===== src/rtl/intt_sub_half_pkg.sv =====
// Shared constants, lane-mode encoding and the corrected modular add/sub
// helpers for the Kyber and Dilithium lanes of intt_sub_half.
package intt_sub_half_pkg;

  localparam int KQ_W = 12;
  localparam int DQ_W = 24;
  localparam int KQ   = 3329;
  localparam int DQ   = 8380417;

  localparam logic [KQ_W:0] KQ_X = (KQ_W + 1)'(KQ);
  localparam logic [DQ_W:0] DQ_X = (DQ_W + 1)'(DQ);

  typedef enum logic {
    MODE_KYBER = 1'b0,
    MODE_DIL   = 1'b1
  } mode_e;

  // Each helper applies exactly one conditional correction; canonical inputs
  // guarantee that is enough.
  function automatic logic [KQ_W-1:0] add_mod_k(input logic [KQ_W-1:0] a,
                                                input logic [KQ_W-1:0] b);
    logic [KQ_W:0] s;
    s = {1'b0, a} + {1'b0, b};
    if (s >= KQ_X) s = s - KQ_X;
    return s[KQ_W-1:0];
  endfunction

  function automatic logic [KQ_W-1:0] sub_mod_k(input logic [KQ_W-1:0] a,
                                                input logic [KQ_W-1:0] b);
    logic [KQ_W:0] d;
    d = {1'b0, a} - {1'b0, b};
    if (d[KQ_W]) d = d + KQ_X;
    return d[KQ_W-1:0];
  endfunction

  function automatic logic [DQ_W-1:0] add_mod_d(input logic [DQ_W-1:0] a,
                                                input logic [DQ_W-1:0] b);
    logic [DQ_W:0] s;
    s = {1'b0, a} + {1'b0, b};
    if (s >= DQ_X) s = s - DQ_X;
    return s[DQ_W-1:0];
  endfunction

  function automatic logic [DQ_W-1:0] sub_mod_d(input logic [DQ_W-1:0] a,
                                                input logic [DQ_W-1:0] b);
    logic [DQ_W:0] d;
    d = {1'b0, a} - {1'b0, b};
    if (d[DQ_W]) d = d + DQ_X;
    return d[DQ_W-1:0];
  endfunction

endpackage


===== src/rtl/intt_sub_half_mod_half.sv =====
// Combinational x/2 mod q for an odd modulus q: odd x is lifted by q first,
// using an intermediate one bit wider than the lane so the carry survives.
module mod_half #(
  parameter int W = 12,
  parameter int Q = 3329
) (
  input  logic [W-1:0] x_i,
  output logic [W-1:0] y_o
);

  logic [W:0] wide;

  assign wide = {1'b0, x_i} + (x_i[0] ? (W + 1)'(Q) : '0);
  assign y_o  = wide[W:1];

endmodule


===== src/rtl/intt_sub_half.sv =====
// Streaming Gentleman-Sande butterfly front end: modular sum and difference
// over a 2-stage valid/ready pipeline. Define INTT_HALF_EN to halve both
// results mod q in stage 2.
module intt_sub_half
  import intt_sub_half_pkg::*;
#(
  parameter int POLY_N = 256
) (
  input  logic                      clk,
  input  logic                      rst,
  input  logic                      mode,
  input  logic                      in_valid,
  output logic                      in_ready,
  input  logic [23:0]               in_a,
  input  logic [23:0]               in_b,
  output logic                      out_valid,
  input  logic                      out_ready,
  output logic [23:0]               out_sum,
  output logic [23:0]               out_diff,
  output logic                      out_last,
  output logic [$clog2(POLY_N)-1:0] coef_cnt
);

  localparam int                CNT_W   = $clog2(POLY_N);
  localparam logic [CNT_W-1:0]  CNT_MAX = CNT_W'(POLY_N - 1);

  logic              en;
  logic [23:0]       sum_c, diff_c;
  logic              s1_valid_q;
  logic [23:0]       s1_sum_q, s1_diff_q;
  logic [1:0][23:0]  s2_val;
  logic              out_valid_q;
  logic [23:0]       out_sum_q, out_diff_q;
  logic [CNT_W-1:0]  cnt_q, cnt_d;

  // Both stages move together; a held output back-pressures the input.
  assign en       = !out_valid_q || out_ready;
  assign in_ready = en;

  // NOTE: every variable written in an always_comb gets a default first, so no
  // path can leave it unassigned and infer a latch.
  always_comb begin
    sum_c  = {add_mod_k(in_a[23:12], in_b[23:12]), add_mod_k(in_a[11:0], in_b[11:0])};
    diff_c = {sub_mod_k(in_a[23:12], in_b[23:12]), sub_mod_k(in_a[11:0], in_b[11:0])};
    if (mode_e'(mode) == MODE_DIL) begin
      sum_c  = add_mod_d(in_a, in_b);
      diff_c = sub_mod_d(in_a, in_b);
    end
  end

`ifdef INTT_HALF_EN
  mode_e s1_mode_q;

  always_ff @(posedge clk) begin
    if (!rst)                  s1_mode_q <= MODE_KYBER;
    else if (en && in_valid)   s1_mode_q <= mode_e'(mode);
  end

  for (genvar g = 0; g < 2; g++) begin : g_half
    logic [23:0]     x;
    logic [KQ_W-1:0] k_hi, k_lo;
    logic [DQ_W-1:0] d_full;

    assign x = (g == 0) ? s1_sum_q : s1_diff_q;

    mod_half #(.W(KQ_W), .Q(KQ)) u_k_hi (.x_i(x[23:12]), .y_o(k_hi));
    mod_half #(.W(KQ_W), .Q(KQ)) u_k_lo (.x_i(x[11:0]),  .y_o(k_lo));
    mod_half #(.W(DQ_W), .Q(DQ)) u_d    (.x_i(x),        .y_o(d_full));

    assign s2_val[g] = (s1_mode_q == MODE_DIL) ? d_full : {k_hi, k_lo};
  end
`else
  assign s2_val[0] = s1_sum_q;
  assign s2_val[1] = s1_diff_q;
`endif

  always_comb begin
    cnt_d = cnt_q;
    if (out_valid_q && out_ready) cnt_d = (cnt_q == CNT_MAX) ? '0 : cnt_q + 1'b1;
  end

  // NOTE: sequential state uses non-blocking assignments only, so every
  // register samples the pre-edge values regardless of statement order.
  always_ff @(posedge clk) begin
    if (!rst) begin
      s1_valid_q  <= 1'b0;
      s1_sum_q    <= '0;
      s1_diff_q   <= '0;
      out_valid_q <= 1'b0;
      out_sum_q   <= '0;
      out_diff_q  <= '0;
      cnt_q       <= '0;
    end else begin
      cnt_q <= cnt_d;
      if (en) begin
        s1_valid_q  <= in_valid;
        out_valid_q <= s1_valid_q;
        if (in_valid) begin
          s1_sum_q  <= sum_c;
          s1_diff_q <= diff_c;
        end
        if (s1_valid_q) begin
          out_sum_q  <= s2_val[0];
          out_diff_q <= s2_val[1];
        end
      end
    end
  end

  assign out_valid = out_valid_q;
  assign out_sum   = out_sum_q;
  assign out_diff  = out_diff_q;
  assign coef_cnt  = cnt_q;
  assign out_last  = out_valid_q && (cnt_q == CNT_MAX);

endmodule


===== config.mk =====
export PLATFORM = sky130hd
export DESIGN_NAME = intt_sub_half
export DESIGN_NICKNAME = d
export VERILOG_FILES = /design/src/rtl/intt_sub_half_pkg.sv /design/src/rtl/intt_sub_half_mod_half.sv /design/src/rtl/intt_sub_half.sv
export SDC_FILE = /design/constraint.sdc
export NUM_CORES = 1
export LEC_CHECK = 0
export BUFFER_PORTS_ARGS = -buffer_cell sky130_fd_sc_hd__clkbuf_2
export CORE_MARGIN = 4
export CORE_UTILIZATION = 60
export DETAILED_ROUTE_END_ITERATION = 6
export PLACE_DENSITY_LB_ADDON = 0.15
export SLEW_MARGIN = 30
export SYNTH_ARGS = -nofsm -noshare
export SYNTH_HDL_FRONTEND = slang
export SYNTH_SLANG_ARGS = --single-unit

===== constraint.sdc =====
create_clock -name clk -period 4.3 [get_ports clk]
set_input_delay 0.43 -clock clk [delete_from_list [all_inputs] [get_ports clk]]
set_output_delay 0.43 -clock clk [all_outputs]
set_load 0.02 [all_outputs]

---- Yosys cells after proc, flatten, opt, wreduce, memory -nomap -nowiden ----
Cells that the tools add are included.
storage, ports and cells
  logic and storage cells ................. 39
  register bits ........................... 106
cells by class
  muxes and demuxes ....................... 9
  reductions and logical operators ........ 6
  equal/unequal tests ..................... 1
  order comparisons ....................... 3
  $add $sub $neg .......................... 13
operator list
  kind                                                    number
  2-to-1 mux 24 bit                                       4
  2-to-1 mux 12 bit                                       4
  adder 12 x 12 -> 13 bit                                 2
  >= comparator 13 x 12 -> 1 bit (second input constant)  2
  subtractor 12 x 12 -> 13 bit                            2
  adder 24 x 24 -> 25 bit                                 1
  >= comparator 25 x 23 -> 1 bit (second input constant)  1
  subtractor 24 x 24 -> 25 bit                            1
  adder 12 bit (second input constant)                    2
  adder 24 x 23 -> 24 bit (second input constant)         1
  subtractor 12 bit (second input constant)               2
  subtractor 24 x 23 -> 24 bit (second input constant)    1
  adder 8 x 1 -> 8 bit (second input constant)            1
  equality test 8 bit (second input constant)             1
  2-to-1 mux 8 bit                                        1
  AND reduction 2 bit                                     2
  logical AND 1 bit                                       2
  zero test 1 bit                                         1
  logical OR 1 bit                                        1

---- Logic depth before layout (Yosys ltp) ----
Gate-level depths: netlist of run 1.
  depth after elaboration ................. 4
  mapped depth ............................ 15
  mapped depth without buffers ............ 14

---- Worst setup path after synthesis of run 1 ----
No wires, ideal clock.
  path kind ............................... in2reg
  start point ............................. in in_a[12]
  end point ............................... reg s1_sum_q[12]
  stages .................................. 13
  library setup time ...................... 0.074 ns
  arrival time ............................ 3.816 ns
  path buffers ............................ 1
  setup slack ............................. 0.410 ns
  cells stage by stage .................... inv_1 -> ha_1 -> or4_1 -> nand2b_1 -> a21oi_2 -> o21ai_0 -> nor3b_1 -> nor4b_4 -> or4b_1 -> buf_2 -> a32o_1 -> or4_1 -> a31oi_1
between the ends
  cells in the longest elaborated chain, start to end .. 4
  elaborated cells on any way between the ends .. 9
ends and longest elaborated chain
  what                                                                line                                              RTL
  start, declared                                                     intt_sub_half.sv:14                               input logic [23:0] in_a,
  adder 24 x 24 -> 25 bit or adder 12 x 12 -> 13 bit (tied branches)  intt_sub_half_pkg.sv:39, intt_sub_half_pkg.sv:23
  subtractor 24 x 23 -> 24 bit (tied with other cells)                intt_sub_half_pkg.sv:40                           if (s >= DQ_X) s = s - DQ_X;
  2-to-1 mux 24 bit or 2-to-1 mux 12 bit (tied branches)              intt_sub_half_pkg.sv:40, intt_sub_half_pkg.sv:24
  2-to-1 mux 24 bit *                                                 intt_sub_half.sv:45                               if (mode_e'(mode) == MODE_DIL) begin
  end signal, assigned                                                intt_sub_half.sv:99                               s1_sum_q <= sum_c;
  end, declared                                                       intt_sub_half.sv:30                               logic [23:0] s1_sum_q, s1_diff_q;
Mark *: on every way between the ends. The rest lies on a longest branch, timed or not.
A chain may end at the register's enable or synchronous reset.

---- Worst setup path after layout of run 1 ----
  start point ............................. in in_b[4]
  end point ............................... reg s1_sum_q[1]
between the ends
  cells in the longest elaborated chain, start to end .. 4
  elaborated cells on any way between the ends .. 7
ends and longest elaborated chain
  what                                                                              line                                              RTL
  start, declared                                                                   intt_sub_half.sv:15                               input logic [23:0] in_b,
  adder 24 x 24 -> 25 bit or adder 12 x 12 -> 13 bit (tied branches)                intt_sub_half_pkg.sv:39, intt_sub_half_pkg.sv:23
  >= comparator 25 x 23 -> 1 bit or >= comparator 13 x 12 -> 1 bit (tied branches)  intt_sub_half_pkg.sv:40, intt_sub_half_pkg.sv:24
  2-to-1 mux 24 bit or 2-to-1 mux 12 bit (tied branches)                            intt_sub_half_pkg.sv:40, intt_sub_half_pkg.sv:24
  2-to-1 mux 24 bit *                                                               intt_sub_half.sv:45
Marked as above.

==> impl_metrics.csv, run 1 <==
group,metric,value,unit
setup_path,worst_setup_path_start_kind,"primary input",
clock_network,clkLatencyLatePin,340,ps
setup_path,r2r_start,"out_valid",
timing,period_share,92.1,%
floorplan,coreArea,15400,um^2
setup_path,worstPathRequired,4510,ps
synth,netlist_instances,1321,
synth,synth_top_area_share,22.2,%
clock_network,cts_resized,0,
setup_path,crit_path_cell_trace,"clkbuf_2 -> inv_1 -> ha_1 -> nor2_1 -> a211oi_4 -> buf_4 -> nand2_1 -> xnor2_1 -> a2111oi_2 -> a2111oi_0 -> o21a_1 -> nor3_1 -> mux2i_1 -> a21oi_1",
clock_network,clock_sinks,106,
timing,rsz0062_at_grt,"false",
timing,slew_headroom,39.4,%
routing,vias,10700,
synth,yosysMostFrequentCell,"nand2_1",
synth,ys_top_cells_by_area,"dfxtp_1 22%, nand2_1 7.8%, ha_1 7.3%",
grt,grt_max_degree,78,
setup_path,crit_slowest_cell,"a2111oi_2",
power,ir_drop,0.253,mV
routing,drt.antenna.violating_nets,0,
synth,ys_ff_latch,106,
synth,syn_avg_cell_area,7.23,um^2
floorplan,die_height,134,um
floorplan,dieArea,18000,um^2
setup_path,cp_slowest_stage_delay,640,ps
placed_design,pre_cts_ws,94.9,ps
synth,async_flop_share,0,%
layout,drive_gt1_share,16.9,%
clock_network,ctsLongestPathBuffers,2,
floorplan,start_util,61.9,%
layout,nFillCells,1337,
synth,netlist_area,9550,um^2
routing,via_per_inst,6.31,
layout,multi_input_area,6940,um^2
setup_path,path_max_fanout,11,
synth,synth-seq-area-share,22.2,%
layout,final-seq-area,2120,um^2
floorplan,num_io_pins,112,
hold_path,hold_path_startpoint,"out_ready",
clock_network,htree_levels,3,
synth,synth_nets,1434,
routing,finalWirelength,32.1,mm
layout,fin_nets,1588,
timing,setup_viol,0,
layout,fin_area,11100,um^2
placed_design,gp_congestion,1.04,
layout,area_growth,16.3,%
clock_network,cts_tree,"yes",
synth,synth_top_area_cell,"dfxtp_1",
synth,synth_ff_type,"dfxtp_1",
layout,n_antenna_cell,0,
grt,overflow,0,
placed_design,place_area,10800,um^2
grt,grt_pass1_wl,50.4,mm
floorplan,fp.dieW,134,um
clock_network,cts-root-buf,"clkbuf_16",
power,powerDensity,316,nW/um^2
synth,yosysWarnings,0,
timing,tns,0,ps
timing,period_needed,3960,ps
routing,post_drt_wl_per_cell,19.0,um
grt,antenna_found_initial,0,
setup_path,endpoint_kind,"flop",
timing,worst_clock_skew,5.81,ps
synth,netlist_top_cells_count,"199 x nand2_1, 127 x a21oi_1, 106 x dfxtp_1",
timing,timing_hold_violations_final,0,
placed_design,portBuffers,111,
setup_path,crit_type,"in2reg",
routing,drtIter0Drc,1171,
timing,timing.final.ws_setup,338,ps
floorplan,rows,45,
setup_path,critPathArrivalTime,4170,ps
clock_network,cts.clk_slew.worst_paths,70,ps
timing,worst-slew-pin-transition,897,ps
timing,clock.fmax,252,MHz
job,maxCapViolCount,0,
clock_network,cts_made_buffers,9,
synth,yosysUniqueCellTypes,94,
routing,first_pass_iters,6,
grt,first_global_vias,9611,
routing,drc,0,
clock_network,cts_setup_buffers,0,
clock_network,cts.hold.buffers_added,0,
power,power.leakage,4.53,nW
status,outcome,"completed",
placed_design,hpwl,25.5,mm
setup_path,startpoint,"in_b[4]",
timing,final_max_slew_viol_count,0,
grt,grtUsageTotal,34.4,%
synth,synth_edf_count,0,
hold_path,min_path_type,"in2reg",
-- metal layers --
metal,global-route usage (%),routed length (um),vias up
met4,11.6,1090,0
met2,56.1,14500,554
li1,-,-,5123
met5,0,0,-
met1,47.7,13800,4923
met3,3.53,2670,77
-- worst paths after layout --
path,to,slack (ps),cells past startpoint
min reg2reg,out_sum[0],450,2
max reg2reg,s1_sum_q[16],1830,9
min,coef_cnt[1],400,3
max,s1_sum_q[1],340,14
-- cell families (layout without fill, tap and decap cells) --
group	count (synthesis)	in the layout	synth area share [%]
mux	10	10	1.06
compound gates	422	422	28.9
buf+inv	124	283	5.17
xor+xnor	92	92	8.43
fa+ha+maj	60	60	8.17
flops	106	106	22.2
simple gates	507	507	26.1
-- area by class of cell --
cell class              instances  area share [%]
repair buffers                204            11.3
well taps                     211            2.38
clock inverters                 5           0.574
inverters                      63            2.13
clock buffers                  11            2.09
flip-flops and latches        106            19.1
multi-input cells            1091            62.5
-- state kept, by name, summed over array words and instances (netlist names) --
register / flops
out_sum: 24
coef_cnt: 8
out_valid: 1
out_diff: 24
s1_sum_q: 24
s1_diff_q: 24
s1_valid_q: 1
-- metrics by stage --
| step | util [%] | hold WS [ps] | cells | power [mW] |
|---|---|---|---|---|
| 6_report | 72.0 | 405 | 1691 | 3.51 |
| 5_1_grt | 72.0 | 425 | 1691 | 3.68 |
| 4_1_cts | 72.0 | 398 | 1691 | 3.47 |
| 3_5_place_dp | 70.1 | 439 | 1675 | 2.67 |
| 3_3_place_gp | 70.1 | 437 | 1675 | 2.65 |
| 2_1_floorplan | - | 425 | 1321 | 2.14 |
-- worst max-delay path: cells and delay by family --
kind | cells | cell delay, ps
compound gates | 5 | 1620
simple gates | 3 | 740
fa+ha+maj | 1 | 480
mux | 1 | 370
buf+inv | 3 | 300
xor+xnor | 1 | 220
-- cell usage in the layout (no fill, tap or decap), types with 10 or more instances in the layout --
cell type	netlist	final
o31ai_1	16	16
nand2_1	199	198
o21ai_0	86	86
nand4_1	15	15
xor2_1	19	19
o221ai_1	10	10
nor4_1	17	17
o31a_1	11	11
a21oi_1	127	127
nor2b_1	17	17
a21o_1	20	20
or3_1	12	12
ha_1	56	56
buf_4	1	93
nor3_1	27	27
and3_1	17	17
nand2b_1	14	14
and2_1	15	15
o211ai_1	11	11
clkbuf_2	1	111
xnor2_1	73	73
a31oi_1	13	13
dfxtp_1	106	106
nor2_1	91	90
inv_1	58	58
nand3_1	35	35
a211oi_1	30	30
-- report_power, final --
part | internal [mW] | switching, mW | total, mW | leakage, nW
clock | 0.456 | 0.356 | 0.812 | 0.140
sequential | 1.06 | 0.0465 | 1.10 | 0.866
combinational | 0.611 | 0.986 | 1.60 | 3.52
total | 2.12 | 1.39 | 3.51 | 4.53
(Power assumes the default switching activity.)
==> run 2, diff against run 1 <==
REMOVE_ABC_BUFFERS = 1   (was not set)
==> run 2 against run 1 <==
Net effect:
- setup slack got worse by 6.4 ps
- die area unchanged
- register-to-register slack improved by 90 ps
- maximum frequency decreased by 0.16%
- non-clock buffer count decreased by 9
- clock skew increased by 1.8 ps
- global-route usage decreased by 0.60 points
- first-iteration DRC count decreased by 9.6%
- clock power increased by 3.3%
==> impl_metrics.csv, run 2 (synthesis gave the netlist of run 1 again) <==
group,metric,value,unit
routing,drtIter0Drc,1058,
grt,grt_max_degree,78,
floorplan,start_util,61.9,%
grt,top_usage_layer,"met2",
setup_path,worstPathRequired,4550,ps
clock_network,cts_resized,0,
placed_design,place_inst,1666,
grt,use_met2,56.1,%
grt,grt.met1_usage,47.9,%
layout,fin_nets,1579,
placed_design,gp_congestion,1.02,
timing,final_max_slew_viol_count,0,
clock_network,clock_sinks,106,
timing,tns,0,ps
grt,first_global_vias,9664,
layout,final_cell_mix,"199 x nand2_1, 127 x a21oi_1, 111 x clkbuf_2, 106 x dfxtp_1, 90 x nor2_1",
layout,final_common_cell,"nand2_1",
timing,clock.fmax,252,MHz
layout,drive_gt1_share,16.5,%
timing,slew_headroom,47.7,%
routing,first_pass_iters,6,
floorplan,num_io_pins,112,
routing,post_drt_wl_per_cell,18.6,um
layout,area_growth,15.8,%
setup_path,crit_family,"compound AO/OA/AOI/OAI gates",
clock_network,cts.hold.buffers_added,0,
floorplan,fp.dieW,134,um
floorplan,dieArea,18000,um^2
clock_network,ctsLongestPathBuffers,2,
status,outcome,"completed",
grt,antenna_found_initial,0,
power,powerDensity,318,nW/um^2
grt,grt_use_met3,2.55,%
floorplan,rows,45,
timing,worst-slew-pin-transition,784,ps
setup_path,crit_path_cell_trace,"clkbuf_2 -> inv_1 -> ha_1 -> or4_4 -> nor2_1 -> a21boi_1 -> o21ai_0 -> a22oi_1 -> nand2_1 -> or4b_1 -> buf_4 -> a211oi_1 -> o21ai_0 -> a311oi_1",
timing,timing_hold_violations_final,0,
setup_path,ff2ff_setup_slack,1920,ps
routing,drt.antenna.violating_nets,0,
routing,finalWirelength,31.3,mm
setup_path,endpoint_kind,"flop",
routing,via_per_inst,6.32,
timing,period_needed,3970,ps
routing,drc,0,
floorplan,die_height,134,um
floorplan,coreArea,15400,um^2
placed_design,pre_cts_ws,46.7,ps
setup_path,critPathArrivalTime,4220,ps
power,power.leakage,4.50,nW
setup_path,worst_setup_path_start_kind,"primary input",
grt,grt_pass1_wl,49.9,mm
clock_network,cts_made_buffers,9,
setup_path,cp_slowest_stage_delay,590,ps
timing,timing.final.ws_setup,332,ps
clock_network,htree_levels,3,
layout,nFillCells,1380,
layout,n_antenna_cell,0,
job,maxCapViolCount,0,
hold_path,min_path_type,"in2reg",
setup_path,path_max_fanout,9,
setup_path,critPathMostFrequentCell,"o21ai_0",
grt,overflow,0,
clock_network,cts.clk_slew.worst_paths,70,ps
placed_design,hpwl,24.9,mm
power,ir_drop,0.216,mV
placed_design,portBuffers,111,
clock_network,clkLatencyLatePin,340,ps
setup_path,crit_slowest_cell,"or4_4",
layout,fin_cells,1682,
clock_network,cts-root-buf,"clkbuf_16",
grt,grtUsageTotal,33.8,%
timing,rsz0062_at_grt,"false",
setup_path,crit_type,"in2reg",
routing,vias,10600,
timing,period_share,92.3,%
timing,setup_viol,0,
clock_network,cts_tree,"yes",
timing,worst_clock_skew,7.65,ps
clock_network,cts_setup_buffers,0,
setup_path,worst-path-buf-inv,3,
==> run 2: worst paths after layout <==
kind | startpoint | endpoint | cells past startpoint
max | in_b[8] | s1_sum_q[8] | 14
max reg2reg | out_valid | s1_sum_q[16] | 8
min reg2reg | s1_sum_q[6] | out_sum[6] | 2
min | out_ready | coef_cnt[1] | 3
==> run 2: cell type report <==
type / count / area (um^2) / area share, %
Clock buffer: 10 / 239 / 2.16
Clock inverter: 6 / 72.6 / 0.656
Inverter: 63 / 236 / 2.14
Multi-Input combinational cell: 1091 / 6940 / 62.7
Sequential cell: 106 / 2120 / 19.2
Tap cell: 211 / 264 / 2.39
Timing Repair Buffer: 195 / 1190 / 10.7
==> run 2: stage by stage <==
step / cell area [um^2] / power (mW) / util [%] / hold slack, ps
2_1_floorplan: 9300 / 2.11 / - / 425
3_3_place_gp: 10700 / 2.63 / 69.7 / 434
3_5_place_dp: 10700 / 2.65 / 69.7 / 441
4_1_cts: 11100 / 3.48 / 71.7 / 370
5_1_grt: 11100 / 3.70 / 71.7 / 386
6_report: 11100 / 3.52 / 71.7 / 377
==> run 2: routing by layer <==
layer  part of all wire (%)  wire [um]  vias up
li1                       -          -     5086
met2                     46      14200      477
met5                      0          0        -
met4                    2.4        749        0
met3                    7.2       2250       62
met1                     45      14000     4999
==> run 2: worst reg2reg max path: cells and delay by family, from the launching register on <==
family | cells | cell delay [ps]
AOI/OAI and AO/OA | 3 | 1040
DFF | 1 | 350
and+or+nand+nor | 3 | 390
buffers and inverters | 2 | 500
==> run 2: where the power goes <==
group / switching (mW) / total, mW / internal, mW
logic: 0.984 / 1.58 / 0.600
registers: 0.0432 / 1.10 / 1.06
clock network: 0.364 / 0.839 / 0.474
total: 1.39 / 3.52 / 2.13
==> run 3, diff against run 2 <==
PLACE_DENSITY = 0.86   (was not set)
PLACE_DENSITY_LB_ADDON = not set   (was 0.15)
==> run 3 against run 2 <==
Net effect:
- highest routed layer unchanged
- global-route usage shrank 0.51 points
- largest power group unchanged
- maximum frequency decreased by 0.83%
- the flow now finishes with violations (design-rule violations)
- clock skew is 3.6 ps lower
- combinational power barely moved
==> impl_metrics.csv, run 3 (synthesis gave the netlist of run 1 again) <==
group,metric,value,unit
status,outcome,"complete, but fails checks",
status,failed_checks,"design-rule violations",
routing,drtIter0Drc,1293,
layout,fin_nets,1570,
floorplan,num_io_pins,112,
clock_network,htree_levels,3,
routing,drc,16,
routing,post_drt_wl_per_cell,18.6,um
timing,final_max_slew_viol_count,0,
clock_network,clock_sinks,106,
routing,finalWirelength,31.0,mm
grt,antenna_found_initial,0,
placed_design,hpwl,24.6,mm
timing,worst-slew-pin-transition,842,ps
clock_network,cts.hold.buffers_added,0,
setup_path,crit_type,"in2reg",
layout,utilization,71.0,%
timing,timing_hold_violations_final,0,
setup_path,endpoint_kind,"flop",
clock_network,cts_made_buffers,9,
floorplan,rows,45,
clock_network,cts_setup_buffers,0,
layout,final_cell_mix,"199 x nand2_1, 127 x a21oi_1, 111 x clkbuf_2, 106 x dfxtp_1, 90 x nor2_1",
grt,grt_pass1_wl,49.1,mm
clock_network,cts_resized,0,
placed_design,portBuffers,111,
timing,tns,0,ps
setup_path,reg2reg_depth,9,
power,power.leakage,4.43,nW
timing,clock.fmax,250,MHz
setup_path,path_max_fanout,12,
timing,timing.final.ws_setup,299,ps
layout,area_growth,14.7,%
timing,rsz0062_at_grt,"false",
setup_path,worst_setup_path_start_kind,"primary input",
job,maxCapViolCount,0,
floorplan,die_height,134,um
clock_network,cts-root-buf,"clkbuf_16",
layout,n_antenna_cell,0,
placed_design,gp_congestion,1.05,
grt,first_global_vias,9470,
setup_path,critPathArrivalTime,4280,ps
routing,via_per_inst,6.34,
timing,period_share,93.1,%
clock_network,cts_tree,"yes",
clock_network,clkLatencyLatePin,340,ps
layout,final_common_cell,"nand2_1",
grt,overflow,0,
power,ir_drop,0.225,mV
floorplan,fp.dieW,134,um
timing,setup_viol,0,
layout,drive_gt1_share,15.9,%
timing,slew_headroom,43.0,%
power,power,3.42,mW
floorplan,start_util,61.9,%
clock_network,ctsLongestPathBuffers,2,
routing,first_pass_iters,7,
hold_path,min_path_type,"in2reg",
placed_design,pre_cts_ws,32.4,ps
power,powerDensity,312,nW/um^2
floorplan,dieArea,18000,um^2
routing,drt.antenna.violating_nets,0,
grt,grt_max_degree,78,
setup_path,worstPathRequired,4570,ps
timing,period_needed,4000,ps
hold_path,whs_path_depth,3,
routing,vias,10600,
timing,worst_clock_skew,4.01,ps
clock_network,cts.clk_slew.worst_paths,70,ps
grt,grtUsageTotal,33.3,%
floorplan,coreArea,15400,um^2
-- run 3: area by class of cell --
type / instances / area (um^2)
Multi-Input combinational cell: 1091 / 6940
Clock buffer: 9 / 225
Tap cell: 211 / 264
Clock inverter: 7 / 53.8
Timing Repair Buffer: 186 / 1120
Inverter: 63 / 236
Sequential cell: 106 / 2120
Fill cell: 1358 / 4470
-- run 3: final timing paths --
path	from	end	slack, ps
setup / recovery	in_b[9]	s1_sum_q[12]	300
hold / removal	out_ready	coef_cnt[1]	410
setup reg to reg	out_valid	s1_sum_q[16]	2050
hold reg to reg	s1_sum_q[7]	out_sum[7]	450
-- run 3: layer usage --
| metal | global-route usage (%) | wire length (um) | up-vias | part of all wire (%) |
|---|---|---|---|---|
| met5 | 0 | 0 | - | 0 |
| met4 | 11.8 | 1070 | 0 | 3.5 |
| met3 | 4.88 | 2860 | 88 | 9.2 |
| met2 | 54.0 | 13900 | 586 | 45 |
| met1 | 45.3 | 13200 | 4871 | 42 |
| li1 | - | - | 5065 | - |
-- run 3: stage by stage --
step	hold WS, ps	cells	area [um^2]
after global routing	422	1673	11000
after detailed placement	441	1657	10700
after floorplan	425	1260	9300
final	405	1673	11000
after CTS	381	1673	11000
after global placement	433	1657	10700
-- run 3: worst max-delay path, cell delays in order --
cell	delay [ps]
clkbuf_2	90
inv_1	40
ha_1	410
or4_4	620
nor3_1	190
a21boi_0	280
o21ai_0	240
nand4_1	210
and4bb_2	280
or4b_1	610
a32o_1	320
or4_1	390
a31oi_1	160
-- run 3: power breakdown --
part	leakage, nW	total [mW]	switching, mW	internal [mW]
Clock	0.128	0.760	0.364	0.395
Combinational	3.44	1.56	0.976	0.587
Sequential	0.866	1.10	0.0451	1.06
